==> src/rtl/fe_fifo_packer_if.sv <==
// Event-stream and capture-FIFO signals shared between the front-end capture FSM,
// the packer and the capture FIFO.
`ifndef FE_FIFO_CMD_TIME
`define FE_FIFO_CMD_TIME 2'b11
`endif

interface fe_fifo_packer_if #(
    parameter int pTIMESTAMP_FULL_WIDTH = 16,
    parameter int pDATA_WIDTH           = 8,
    parameter int pW                    = 18
);
    logic                             I_wr;
    logic [1:0]                       I_command;
    logic [pTIMESTAMP_FULL_WIDTH-1:0] I_time;
    logic [pDATA_WIDTH-1:0]           I_data;
    logic                             I_fifo_full;
    logic [pW-1:0]                    O_fifo_din;
    logic                             O_fifo_wr;

    // master: capture FSM plus FIFO side; slave: the packer itself
    modport master (
        output I_wr, I_command, I_time, I_data, I_fifo_full,
        input  O_fifo_din, O_fifo_wr
    );

    modport slave (
        input  I_wr, I_command, I_time, I_data, I_fifo_full,
        output O_fifo_din, O_fifo_wr
    );
endinterface

==> src/rtl/fe_fifo_packer.sv <==
// Packs capture events into FIFO words and feeds the capture FIFO through a
// 2-entry skid buffer, tracking drops, timestamp clipping and written words.
`ifndef FE_FIFO_CMD_TIME
`define FE_FIFO_CMD_TIME 2'b11
`endif

module fe_fifo_packer #(
    parameter int pTIMESTAMP_FULL_WIDTH  = 16,
    parameter int pTIMESTAMP_SHORT_WIDTH = 3,
    parameter int pDATA_WIDTH            = 8,
    parameter int pDROP_CTR_WIDTH        = 16,
    parameter int pCOUNT_WIDTH           = 24
) (
    input  logic                       fe_clk,
    input  logic                       reset_i,
    fe_fifo_packer_if.slave            bus,
    input  logic                       I_flush,
    output logic                       O_overflow,
    output logic                       O_ts_clipped,
    output logic [pDROP_CTR_WIDTH-1:0] O_drop_count,
    output logic [pCOUNT_WIDTH-1:0]    O_word_count,
    output logic                       O_empty
);
    localparam int pSHORT_PAYLOAD = pTIMESTAMP_SHORT_WIDTH + pDATA_WIDTH;
    localparam int pPAYLOAD = (pTIMESTAMP_FULL_WIDTH > pSHORT_PAYLOAD) ?
                              pTIMESTAMP_FULL_WIDTH : pSHORT_PAYLOAD;
    localparam int pW = 2 + pPAYLOAD;
    localparam logic [pTIMESTAMP_FULL_WIDTH-1:0] TS_SHORT_MAX =
        pTIMESTAMP_FULL_WIDTH'((1 << pTIMESTAMP_SHORT_WIDTH) - 1);

    logic [pW-1:0] mem [2];
    logic          head;
    logic [1:0]    count;
    logic          tail;
    logic          pop;
    logic          push;
    logic          drop;
    logic [pW-1:0] packed_word;
    logic          clip;

    // Data words carry a short timestamp that saturates rather than wraps
    always_comb begin
        packed_word = '0;
        clip        = 1'b0;
        packed_word[pW-1 -: 2] = bus.I_command;
        if (bus.I_command == `FE_FIFO_CMD_TIME) begin
            packed_word[pTIMESTAMP_FULL_WIDTH-1:0] = bus.I_time;
        end else begin
            if (bus.I_time > TS_SHORT_MAX) begin
                packed_word[pW-3 -: pTIMESTAMP_SHORT_WIDTH] = '1;
                clip = 1'b1;
            end else begin
                packed_word[pW-3 -: pTIMESTAMP_SHORT_WIDTH] =
                    bus.I_time[pTIMESTAMP_SHORT_WIDTH-1:0];
            end
            packed_word[pW-3-pTIMESTAMP_SHORT_WIDTH -: pDATA_WIDTH] = bus.I_data;
        end
    end

    // A pop frees the head slot in the same cycle, so a full buffer can still accept
    assign tail = head ^ count[0];
    assign pop  = (count != 2'd0) && !bus.I_fifo_full && !I_flush;
    assign push = bus.I_wr && ((count != 2'd2) || pop) && !I_flush;
    assign drop = bus.I_wr && !push && !I_flush;

    assign bus.O_fifo_wr  = pop;
    assign bus.O_fifo_din = mem[head];
    assign O_empty        = (count == 2'd0);

    always_ff @(posedge fe_clk or posedge reset_i) begin
        if (reset_i) begin
            mem[0]       <= '0;
            mem[1]       <= '0;
            head         <= 1'b0;
            count        <= 2'd0;
            O_overflow   <= 1'b0;
            O_ts_clipped <= 1'b0;
            O_drop_count <= '0;
            O_word_count <= '0;
        end else if (I_flush) begin
            mem[0]       <= '0;
            mem[1]       <= '0;
            head         <= 1'b0;
            count        <= 2'd0;
            O_overflow   <= 1'b0;
            O_ts_clipped <= 1'b0;
            O_drop_count <= '0;
            O_word_count <= '0;
        end else begin
            if (push) begin
                mem[tail] <= packed_word;
                if (clip) begin
                    O_ts_clipped <= 1'b1;
                end
            end
            if (pop) begin
                head <= ~head;
                if (O_word_count != '1) begin
                    O_word_count <= O_word_count + 1'b1;
                end
            end
            case ({push, pop})
                2'b10:   count <= count + 2'd1;
                2'b01:   count <= count - 2'd1;
                default: count <= count;
            endcase
            if (drop) begin
                O_overflow <= 1'b1;
                if (O_drop_count != '1) begin
                    O_drop_count <= O_drop_count + 1'b1;
                end
            end
        end
    end
endmodule

==> src/flat_wrapper.sv <==
// flat-port wrapper written by rule: the top's interface ports become plain ports
module fe_fifo_packer_flat 
#(
    parameter int pTIMESTAMP_FULL_WIDTH  = 16,
    parameter int pTIMESTAMP_SHORT_WIDTH = 3,
    parameter int pDATA_WIDTH            = 8,
    parameter int pDROP_CTR_WIDTH        = 16,
    parameter int pCOUNT_WIDTH           = 24
)
  (fe_clk, reset_i, I_flush, O_overflow, O_ts_clipped, O_drop_count, O_word_count, O_empty, bus_I_wr, bus_I_command, bus_I_time, bus_I_data, bus_I_fifo_full, bus_O_fifo_din, bus_O_fifo_wr);
  fe_fifo_packer_if #(.pTIMESTAMP_FULL_WIDTH(pTIMESTAMP_FULL_WIDTH), .pDATA_WIDTH(pDATA_WIDTH)) bus_i ();
  input  logic fe_clk;
  input  logic reset_i;
  input  logic I_flush;
  output logic O_overflow;
  output logic O_ts_clipped;
  output logic [pDROP_CTR_WIDTH-1:0] O_drop_count;
  output logic [pCOUNT_WIDTH-1:0] O_word_count;
  output logic O_empty;
  input wire logic [$bits(bus_i.I_wr)-1:0] bus_I_wr;
  input wire logic [$bits(bus_i.I_command)-1:0] bus_I_command;
  input wire logic [$bits(bus_i.I_time)-1:0] bus_I_time;
  input wire logic [$bits(bus_i.I_data)-1:0] bus_I_data;
  input wire logic [$bits(bus_i.I_fifo_full)-1:0] bus_I_fifo_full;
  output wire logic [$bits(bus_i.O_fifo_din)-1:0] bus_O_fifo_din;
  output wire logic [$bits(bus_i.O_fifo_wr)-1:0] bus_O_fifo_wr;
  assign bus_i.I_wr = bus_I_wr;
  assign bus_i.I_command = bus_I_command;
  assign bus_i.I_time = bus_I_time;
  assign bus_i.I_data = bus_I_data;
  assign bus_i.I_fifo_full = bus_I_fifo_full;
  assign bus_O_fifo_din = bus_i.O_fifo_din;
  assign bus_O_fifo_wr = bus_i.O_fifo_wr;
  fe_fifo_packer #(.pTIMESTAMP_FULL_WIDTH(pTIMESTAMP_FULL_WIDTH), .pTIMESTAMP_SHORT_WIDTH(pTIMESTAMP_SHORT_WIDTH), .pDATA_WIDTH(pDATA_WIDTH), .pDROP_CTR_WIDTH(pDROP_CTR_WIDTH), .pCOUNT_WIDTH(pCOUNT_WIDTH)) u_core (.fe_clk(fe_clk), .reset_i(reset_i), .bus(bus_i), .I_flush(I_flush), .O_overflow(O_overflow), .O_ts_clipped(O_ts_clipped), .O_drop_count(O_drop_count), .O_word_count(O_word_count), .O_empty(O_empty));
endmodule
==> config.mk <==
export PLATFORM = sky130hd
export DESIGN_NAME = fe_fifo_packer_flat
export DESIGN_NICKNAME = d
export VERILOG_FILES = /design/src/rtl/fe_fifo_packer_if.sv /design/src/rtl/fe_fifo_packer.sv /design/src/flat_wrapper.sv
export SDC_FILE = /design/constraint.sdc
export NUM_CORES = 1
export LEC_CHECK = 0
export BUFFER_PORTS_ARGS = -buffer_cell sky130_fd_sc_hd__buf_2
export CAP_MARGIN = 30
export CELL_PAD_IN_SITES_DETAIL_PLACEMENT = 1
export CELL_PAD_IN_SITES_GLOBAL_PLACEMENT = 1
export CORE_ASPECT_RATIO = 2
export CORE_MARGIN = 5
export CORE_UTILIZATION = 32
export DETAILED_ROUTE_END_ITERATION = 8
export PLACE_DENSITY_LB_ADDON = 0.1
export SYNTH_ARGS = -nofsm -noshare
export SYNTH_HDL_FRONTEND = slang
export SYNTH_SLANG_ARGS = --single-unit
==> constraint.sdc <==
create_clock -name fe_clk -period 2 [get_ports fe_clk]
set_input_delay 0.1 -clock fe_clk [delete_from_list [all_inputs] [get_ports fe_clk]]
set_output_delay 0.1 -clock fe_clk [all_outputs]
set_load 0.02 [all_outputs]
# --- After elaboration in Yosys (flattened, before gate mapping) ---
# Cells that the tools add are included.
# W data, S select, Z words.
totals:
  in_bits: 31
  word_cells: 77
  output_inout_bits: 62
  register_bits: 81
op_classes:
  add_sub_neg: 4
  order_cmp: 4
  n_eq_ne: 6
  mux: 28
  n_reduce_logical: 23
  n_bitwise: 4
op_table:
  columns: ["op", "count"]
  rows:
  - ["$mux W18", 4]
  - ["$mux W24", 3]
  - ["$mux W36", 2]
  - ["$mux W16", 3]
  - ["$bwmux W36", 1]
  - ["$add A24 B1 Y24 const B", 1]
  - ["$ne A24 B24 Y1 const B", 1]
  - ["$demux W18 S1", 1]
  - ["$add A16 B1 Y16 const B", 1]
  - ["$gt A16 B3 Y1 const B", 1]
  - ["$ne A16 B16 Y1 const B", 1]
  - ["$reduce_bool A2 Y1", 7]
  - ["$mux W11", 1]
  - ["$mux W1", 9]
  - ["$logic_and A1 B1 Y1", 7]
  - ["$reduce_and A2 Y1", 3]
  - ["$mux W5", 1]
  - ["$eq A2 B2 Y1 const B", 2]
  - ["$ge A2 B2 Y1 const B", 2]
  - ["$not A1 Y2", 2]
  - ["$pmux W2 S2", 1]
  - ["$logic_not A1 Y1", 3]
  - ["$mux W3", 1]
  - ["$reduce_bool A3 Y1", 1]
  - ["other kinds (10)", 10]

# --- Depth between registers and ports, before layout ---
depth:
  depth_word: 11
  depth_mapped: 7
  mapped_depth_nobuf: 6

# --- Worst setup path after synthesis ---
# No wires, ideal clock.
synth_path:
  path_type: "register -> register"
  start: "reg u_core.O_word_count[0]"
  end: "reg u_core.O_word_count[22]"
  slack_ns: -0.038
  setup_time_ns: 0.132
  t_arrival_ns: 1.907
  path_buffers: 0
  required_ns: 1.868
  synth_period_minus_slack_ns: 2.038
  stages_incl_launch_ff: 7
  path_cell_list: "dfrtp_1 > ha_1 > nand3_1 > or4_4 > or4_1 > nand2_1 > nor2_1"
synth_via:
  elab_chain_len: 4
  elab_cells_between_ends: 7
  cone_classes: "add/sub (1); eq/ne (1); mux (3); reduce/logical (2)"
synth_lines:
  columns: ["element", "line_no", "text"]
  rows:
  - ["start, declared", "fe_fifo_packer.sv:21", "output logic [pCOUNT_WIDTH-1:0] O_word_count,"]
  - ["start signal, assigned", "fe_fifo_packer.sv:99", "O_word_count <= O_word_count + 1'b1;"]
  - ["$add A24 B1 Y24", "fe_fifo_packer.sv:99", null]
  - ["$mux W24", "fe_fifo_packer.sv:98", "if (O_word_count != '1) begin"]
  - ["$mux W24", "fe_fifo_packer.sv:96", "if (pop) begin"]
  - ["$mux W24", "fe_fifo_packer.sv:80", "end else if (I_flush) begin"]
# Several ways; a longest one is shown, not always the timed one. The select of a mux whose other input is x is not followed.
# A chain may end at the register's enable or synchronous reset.

# --- Worst setup path after layout ---
layout_path:
  start: "reg u_core.O_word_count[10]"
  end: "reg u_core.O_word_count[22]"
# The elaborated chain is that of the path after synthesis.

==> results.cfg <==
[floorplan]
dieWidth_microns = 92.1
placementRows = 60
core-area_sq_um = 13400
ios = 93
start_util_pct = 32.3
dieArea_sq_um = 16000
fp.dieH_microns = 174

[timing]
rsz0062_at_grt = no
fmaxAchievable_ghz = 0.524
clock_skew_ns = 0.00966
setup_tns_ns = 0
fin_crit_ns = 1.91
setup_viol = 0
hold_violations = 0
whs_ns = 0.0259
tightest_slew_ns = 0.542
slew_headroom_pct = 63.9
final.period_utilization_pct = 95.4
drv_slew = 0

[finish]
diodes = 0
synthToLayoutAreaGrowth_pct = 29.4
drive_gt1_share_pct = 34.9
final_net_count = 587
fin_cells = 714
final_area_sq_um = 5580
layout_common_cells = 92 x buf_2, 76 x dfrtp_1, 54 x nor2_1
layout_commonest_cell = buf_2
n_fill_cell = 1563

[route]
wl_per_cell_microns = 19.1
ant_nets = 0
dr_total_vias = 3802
drt_first_iter_violations = 95
vias_per_cell = 5.32
drt_drc_violations_left = 0
routed_wl_microns = 13600
drt-pass1-iter-count = 6

[setup_path]
cp_max_fo = 6
worst_setup_path_end_kind = register
start_kind = register
rrSetupSlack_ns = 0.09
cp.depth = 5
max_stage_delay_ns = 0.59
worst-path-buf-inv = 0
path_delay_family = simple AND/OR/NAND/NOR gates
critPathSlowestCell = or4_4
crit_chain = nand4_4, or4_4, or4_1, nand2_1, nor2_1
timing.rr.start = u_core.O_word_count[10]
regToRegEndpoint = u_core.O_word_count[22]
criticalPathCategory = reg2reg
arrival_ns = 2.12
worstPathRequired_ns = 2.21
worstRegToRegCells = 5

[placed_design]
port_buffers = 92
dp.cells = 697
place_hpwl_microns = 10500
gp_congestion = 0.831
dpl_cell_area_sq_um = 5180

[yosys]
seq_area_frac_synth_pct = 47.0
synth_area_per_cell_sq_um = 9.89
yosys_warnings = 0
synth_cell_type_count = 51
async_flop_share_pct = 100
synthCells = 436
synth-edff-count = 0
synth_seq_cells = 81
synthesis.nets = 469
syn_area_sq_um = 4310
synth_ff_type = dfrtp_1

[clock_network]
h-tree-depth = 3
clockRootBuffer = clkbuf_16
insertion_delay_ns = 0.34
cts.sink_count = 81
clk_path_buf_depth = 2
cts-buffers-inserted = 9
cts_tree = built
path_clk_slew_ns = 0.06

[grt]
grt_antenna_before_repair = 0
grt_max_degree = 38
grt_overflow_total = 0
grt_pass1_wl_microns = 22500
grt_usage_pct = 17.7
grt_pass1_vias = 4310

[min_path]
hp-class = in2reg
holdPathEnd = u_core.mem[18]
min-delay-start = bus_I_time[0]
hold_depth = 2

[power_and_ir_drop]
power_density_nw_per_um2 = 769
power_leakage_nw = 2.57
ir_worst_vdd_uv = 404

[status]
status = completed

[run]
max_cap_violations = 0
[flip-flops by register name, summed over array words and instances, names as in the netlist]
name	cells
u_core.O_word_count	24
u_core.mem	36
u_core.O_drop_count	16
u_core.count	2
u_core.O_ts_clipped	1
u_core.O_overflow	1
u_core.head	1
[final cells by class]
class                      count  area, sq um  area share (%)
inverter                       9         37.5           0.673
clock inverter                 7          124            2.22
sequential                    81         2030            36.4
clock buffer                   9          225            4.04
multi-input combinational    320         2180            39.1
timing repair buffer         133          783            14.0
tap                          155          194            3.48
[how the worst max path moves through the flow]
| stage | startpoint | slack [ns] | endpoint |
|---|---|---|---|
| after floorplan | u_core.O_word_count[0] | 0.05 | u_core.O_word_count[22] |
| after global placement | u_core.O_word_count[10] | 0.07 | u_core.O_word_count[22] |
| after detailed placement | u_core.O_word_count[10] | 0.06 | u_core.O_word_count[22] |
| after CTS | u_core.O_word_count[10] | 0.06 | u_core.O_word_count[22] |
| after global routing | u_core.O_word_count[10] | 0.001 | u_core.O_word_count[22] |
| final | u_core.O_word_count[10] | 0.09 | u_core.O_word_count[22] |
[report_power, final]
part	internal, mW	leakage (nW)	total (mW)	switching (mW)
sequential	1.71	1.10	1.76	0.0470
clock	1.23	0.167	1.96	0.721
combinational	0.218	1.30	0.575	0.357
[synthesized netlist by cell type (3+ instances only)]
cell	number	area (sq um)
dfrtp_1	81	2030
nor2_1	54	203
nand2_1	37	139
xnor2_1	32	280
mux2_2	20	225
o31ai_1	20	150
a22o_1	16	140
nand3_1	15	75.1
nor4_1	15	93.8
a21oi_1	14	70.1
clkbuf_1	12	45.0
nor3_1	12	60.1
nand4_1	11	68.8
mux2i_1	10	100
inv_1	9	33.8
and4_1	6	52.6
buf_1	6	22.5
o21ai_0	6	30.0
a211oi_1	5	37.5
buf_2	5	25.0
and3_1	4	25.0
buf_4	3	22.5
[repair_timing]
action                     4_1_cts  5_1_grt
buffers inserted                 0        0
hold endpoints to repair        13        0
hold buffers                     1        0
resized for setup                0       10
setup endpoints to repair        0       11
[cell families (layout without fill, tap and decap cells)]
family	Yosys count	after routing	share of synthesized area [%]
DFF	81	81	47.0
xor gates and xnor gates	33	33	6.70
AOI/OAI and AO/OA	79	79	13.8
buffers and inverters	35	158	3.45
adders and majority gates	2	2	0.580
and+or+nand+nor	176	176	20.9
muxes	30	30	7.55
[stage by stage]
| step | setup slack [ns] | util (%) | total power, mW |
|---|---|---|---|
| 3_3_place_gp | 0.0716 | 38.8 | 2.36 |
| 3_5_place_dp | 0.0633 | 38.8 | 2.38 |
| 4_1_cts | 0.0580 | 41.5 | 4.37 |
| 6_report | 0.0928 | 41.8 | 4.29 |
| 2_1_floorplan | 0.0507 | - | 2.14 |
| 5_1_grt | 0.00122 | 41.8 | 4.50 |
[routing by layer]
metal / up-vias / wire length (microns) / global-route usage [%]
li1: 1826 / - / -
met1: 1877 / 4980 / 18.1
met2: 78 / 7930 / 34.7
met3: 21 / 457 / 3.25
met4: 0 / 271 / 5.96
met5: - / 0 / 0
Power figures use the tool's default switching activity.
